--- src/rtl/timer_device_pkg.sv ---
// Shared constants for the memory-mapped countdown timer: register offsets,
// CTRL field positions, mode codes and FSM state encodings.
package timer_device_pkg;

  localparam logic [1:0] ADDR_CTRL   = 2'd0;
  localparam logic [1:0] ADDR_PRESET = 2'd1;
  localparam logic [1:0] ADDR_COUNT  = 2'd2;

  localparam logic [1:0] MODE_ONESHOT = 2'b00;
  localparam logic [1:0] MODE_RELOAD  = 2'b01;

  localparam int CTRL_EN = 0;
  localparam int CTRL_IM = 3;

  typedef enum logic [1:0] {
    S_IDLE = 2'd0,
    S_LOAD = 2'd1,
    S_CNT  = 2'd2,
    S_INT  = 2'd3
  } state_e;

  // Only 01 reloads; the reserved codes 10/11 fall back to one-shot.
  function automatic logic is_reload(input logic [1:0] mode);
    return (mode == MODE_RELOAD) && (mode != MODE_ONESHOT);
  endfunction

endpackage

--- src/rtl/timer_device.sv ---
// Programmable countdown timer on the system bridge; raises IRQ on expiry,
// latched in one-shot mode or as a one-cycle pulse in auto-reload mode.
module timer_device #(
  parameter logic [31:0] PRESET_RESET = 32'h0
) (
  input  logic        clk,
  input  logic        rst,
  input  logic [1:0]  Addr,
  input  logic        Write_Enabled,
  input  logic [31:0] Data_In,
  output logic [31:0] Data_Out,
  output logic        IRQ
);
  import timer_device_pkg::*;

  state_e      state_q, state_d;
  logic [3:0]  ctrl_q, ctrl_d;
  logic [31:0] preset_q, preset_d;
  logic [31:0] count_q, count_d;
  logic        pending_q, pending_d;

  logic unused_data_in_hi;
  assign unused_data_in_hi = ^Data_In[31:4];

  always_comb begin
    state_d   = state_q;
    ctrl_d    = ctrl_q;
    preset_d  = preset_q;
    count_d   = count_q;
    pending_d = pending_q;

    case (state_q)
      S_IDLE: begin
        if (ctrl_q[CTRL_EN]) state_d = S_LOAD;
      end
      S_LOAD: begin
        count_d = preset_q;
        state_d = S_CNT;
      end
      S_CNT: begin
        if (!ctrl_q[CTRL_EN]) begin
          state_d = S_IDLE;
        end else if (count_q > 32'd1) begin
          count_d = count_q - 32'd1;
        end else begin
          count_d   = 32'd0;
          pending_d = 1'b1;
          state_d   = S_INT;
        end
      end
      S_INT: begin
        if (is_reload(ctrl_q[2:1])) begin
          pending_d = 1'b0;
          state_d   = S_LOAD;
        end else begin
          ctrl_d[CTRL_EN] = 1'b0;
          state_d         = S_IDLE;
        end
      end
      default: state_d = S_IDLE;
    endcase

    // Bus writes come last so software beats the hardware Enable clear and expiry.
    if (Write_Enabled) begin
      case (Addr)
        ADDR_CTRL: begin
          ctrl_d    = Data_In[3:0];
          pending_d = 1'b0;
        end
        ADDR_PRESET: preset_d = Data_In;
        default: ;
      endcase
    end
  end

  always_ff @(posedge clk) begin
    if (rst) begin
      state_q   <= S_IDLE;
      ctrl_q    <= 4'b0;
      preset_q  <= PRESET_RESET;
      count_q   <= 32'd0;
      pending_q <= 1'b0;
    end else begin
      state_q   <= state_d;
      ctrl_q    <= ctrl_d;
      preset_q  <= preset_d;
      count_q   <= count_d;
      pending_q <= pending_d;
    end
  end

  always_comb begin
    Data_Out = 32'd0;
    case (Addr)
      ADDR_CTRL:   Data_Out = {28'd0, ctrl_q};
      ADDR_PRESET: Data_Out = preset_q;
      ADDR_COUNT:  Data_Out = count_q;
      default:     Data_Out = 32'd0;
    endcase
  end

  assign IRQ = pending_q & ctrl_q[CTRL_IM];

endmodule

--- config.mk ---
export PLATFORM = sky130hd
export DESIGN_NAME = timer_device
export DESIGN_NICKNAME = d
export VERILOG_FILES = /design/src/rtl/timer_device_pkg.sv /design/src/rtl/timer_device.sv
export SDC_FILE = /design/constraint.sdc
export NUM_CORES = 1
export LEC_CHECK = 0
export CAP_MARGIN = 30
export CORE_UTILIZATION = 45
export CTS_BUF_LIST = sky130_fd_sc_hd__clkbuf_8
export DETAILED_ROUTE_END_ITERATION = 12
export GPL_ROUTABILITY_DRIVEN = 0
export GPL_TIMING_DRIVEN = 0
export PLACE_DENSITY_LB_ADDON = 0.05
export SLEW_MARGIN = 40
export SYNTH_ARGS = -nofsm -noshare
export SYNTH_HDL_FRONTEND = slang
export SYNTH_SLANG_ARGS = --single-unit
--- constraint.sdc ---
create_clock -name clk -period 2.2 [get_ports clk]
set_input_delay 0.33 -clock clk [delete_from_list [all_inputs] [get_ports clk]]
set_output_delay 0.33 -clock clk [all_outputs]
set_load 0.03 [all_outputs]
==> results.toml, run 1 <==
[worst_setup_path]
arrival_ps = 2410
critPathCaptureType = "flip-flop"
crit_path_cell_trace = "buf_2 -> nor4_4 -> nand4_1 -> buf_4 -> nor4_1 -> a21oi_2 -> o221a_1"
worst_r2r_endpoint = "count_q[29]"
worstRegToRegCells = 7
critical_path_class = "reg2reg"
crit_path_end = "count_q[29]"
r2r-start = "count_q[2]"
path_buf_inv = 2
slowest_delay_ps = 420
worst_ep_required_time_ps = 2450
crit_start = "count_q[2]"
r2r_slack_ps = 40
crit_fanout = 10
crit_path_start_kind = "flip-flop"
crit_cells = 7
cp_slowest_cell = "nor4_1"
crit_family = "simple AND/OR/NAND/NOR gates"

[layout]
final_nets = 642
nFillCells = 828
final_area_mm2 = 0.00533
fin_util_pct = 60.5
layout-drive-gt1-share_pct = 19.4
final_cells = 716
area_growth_pct = 28.8
diodes = 0

[placement]
numPlacedInstances = 694
dp_hpwl_mm = 9.63
numPortBuffers = 67
placed_area_mm2 = 0.00494

[power]
ir_drop_uv = 285
power_density_mw_per_mm2 = 565
total_leakage_power_nw = 1.95

[clock_tree]
cts_buffers = 9
cts_tree = "built"
cts-root-buf = "clkbuf_8"
clkTransAtPathRegs_ps = 80
cts.sinks = 71
h-tree-depth = 3
clockBufferDepth = 2
clkLatencyLatePin_ps = 360

[logic_synthesis]
synthTopCellsByArea = "dfxtp_1, nand2_1, a21oi_1, a22o_1, o21ai_0"
synth_top_cell_area_share_pct = 34.3
synth_edf_count = 0
ys_types = 56
ys_warn_count = 0
syn_inst = 519
synth_top_area_cell = "dfxtp_1"
synth.avg_cell_area_um2 = 7.97
syn_nets = 558
synth_top_cells_by_count = "nand2_1, dfxtp_1, a21oi_1, o21ai_0"
synth_ff_type = "dfxtp_1"
syn_area_mm2 = 0.00414
yosysMostFrequentCell = "nand2_1"
ys_seq_elements = 71
yosysSeqAreaShare_pct = 34.3
async_flop_share_pct = 0

[outcome]
violations = "DRC"
status = "finished with violations"

[flow_run]
cap_violations = 0

[timing]
setup_viol = 0
worstMarginPinSlew_ps = 687
finClkSkew_ps = 12.1
holdWs_ps = 474
rsz0062_at_grt = "no"
fin_setup_tns_ps = 0
finalCritPeriodShare_pct = 98.1
drv_slew = 0
max_freq_mhz = 463
fin_crit_ps = 2160
hold_viol = 0
timing.slew.headroom_pct = 54.2

[route]
post_drt_wl_per_cell_um = 19.8
vias_per_cell = 6.21
drcViolationCount = 3
vias = 4444
dr.pass1.iters = 10
wl_mm = 14.1
drt-initial-drc-count = 413
antenna_left = 0

[floorplanning]
fp.dieH_um = 97.9
core_mm2 = 0.00881
initial_core_util_pct = 47.0
die_w_um = 97.9
ios = 70
die_area_mm2 = 0.00959
rows = 34

[global_routing]
grtUsageTotal_pct = 30.0
antenna_found_initial = 0
grt_overflow = 0
grt_pass1_wl_mm = 22.2
grt_pass1_vias = 4123
grt_max_degree = 13

[worst_hold_path]
hp-class = "reg2reg"
==> worst min path at each step <==
stage / start / end / slack [ps] / depth (start not counted)
5_1_grt: preset_q[22] / preset_q[22] / 490 / 2
2_1_floorplan: preset_q[4] / preset_q[4] / 450 / 2
3_5_place_dp: preset_q[24] / preset_q[24] / 460 / 2
4_1_cts: preset_q[24] / preset_q[24] / 470 / 2
3_3_place_gp: preset_q[30] / preset_q[30] / 460 / 2
6_report: preset_q[31] / preset_q[31] / 470 / 2
==> placed cells by master, fill, tap and decap left out, drive strengths merged, types with 3 or more instances in the layout <==
cell / n
o31a: 5
nor2: 32
a31oi: 3
clkdlybuf4s50: 34
nor2b: 3
and2: 4
nor4: 9
dlygate4sd2: 3
buf: 16
a22o: 28
o21ai: 37
nand2: 89
a32oi: 3
nor3: 15
nand4b: 3
a211oi: 17
clkbuf: 45
a211o: 4
clkdlybuf4s15: 30
nor4b: 5
dfxtp: 71
mux2: 5
inv: 8
a21oi: 64
o31ai: 7
nand3: 11
clkinvlp: 3
a21o: 6
xnor2: 4
nand4: 5
mux2i: 8
or4: 3
o21a: 4
==> cell type report <==
cell class	instances	area (um^2)	area share, %
flip-flops and latches	71	1430	26.8
clock inverters	6	61.3	1.15
repair buffers	74	757	14.2
multi-input cells	396	2480	46.5
clock buffers	10	138	2.58
inverters	7	26.3	0.493
plain buffers	44	307	5.75
well taps	108	135	2.53
==> state kept, by name, indices dropped and copies added, names as in the netlist <==
signal and flops:
count_q 32, ctrl_q 4, pending_q 1, preset_q 32
state_q 2
==> metrics by stage <==
stage          setup WS (ps)  power [mW]
4_1_cts                 14.9        2.99
2_1_floorplan            168        1.71
6_report                42.0        3.01
3_5_place_dp           -1220        1.91
5_1_grt                 2.47        3.13
3_3_place_gp           -1210        1.90
==> logic make-up after synthesis <==
| kind of cell | Yosys count | synth area share [%] |
|---|---|---|
| buffers and inverters | 52 | 6.80 |
| adders and majority gates | 2 | 0.604 |
| xor gates and xnor gates | 4 | 0.846 |
| muxes | 13 | 3.30 |
| and+or+nand+nor | 189 | 23.6 |
| AOI/OAI and AO/OA | 188 | 30.5 |
| DFF | 71 | 34.3 |
==> report_power, final <==
group,internal (mW),switching [mW]
logic,0.244,0.334
registers,1.32,0.0383
clock network,0.548,0.532
total,2.11,0.904
==> worst reg2reg max path, stage by stage, from the launching register on <==
cell and delay, ps:
dfxtp_1 310, buf_2 200, nor4_4 360, nand4_1 210
buf_4 200, nor4_1 420, a21oi_2 110, o221a_1 250
==> routing by layer <==
metal / track usage [%] / part of all wire (%)
met1: 40.2 / 42
met2: 48.2 / 46
met3: 4.87 / 8.2
met4: 11.7 / 2.9
met5: 0 / 0
==> what timing repair did <==
| action | in CTS | in global routing |
|---|---|---|
| gates resized for setup | 122 | 12 |
| endpoints found under the setup margin | 75 | 28 |
| hold buffers | 0 | 0 |
| pin swaps | 2 | 4 |
| buffers inserted | 4 | 3 |
Note: power is estimated with default switching activity, not from simulation.
==> run 2: changes to the inputs <==
--- a/config.mk
+++ b/config.mk
@@ -8,6 +8,7 @@
 export CAP_MARGIN = 30
 export CORE_UTILIZATION = 45
 export CTS_BUF_LIST = sky130_fd_sc_hd__clkbuf_8
+export CTS_CLUSTER_SIZE = 10
 export DETAILED_ROUTE_END_ITERATION = 12
 export GPL_ROUTABILITY_DRIVEN = 0
 export GPL_TIMING_DRIVEN = 0
==> results of run 2 <==
No change in the layout: final DEF, timing and power equal those of run 1.
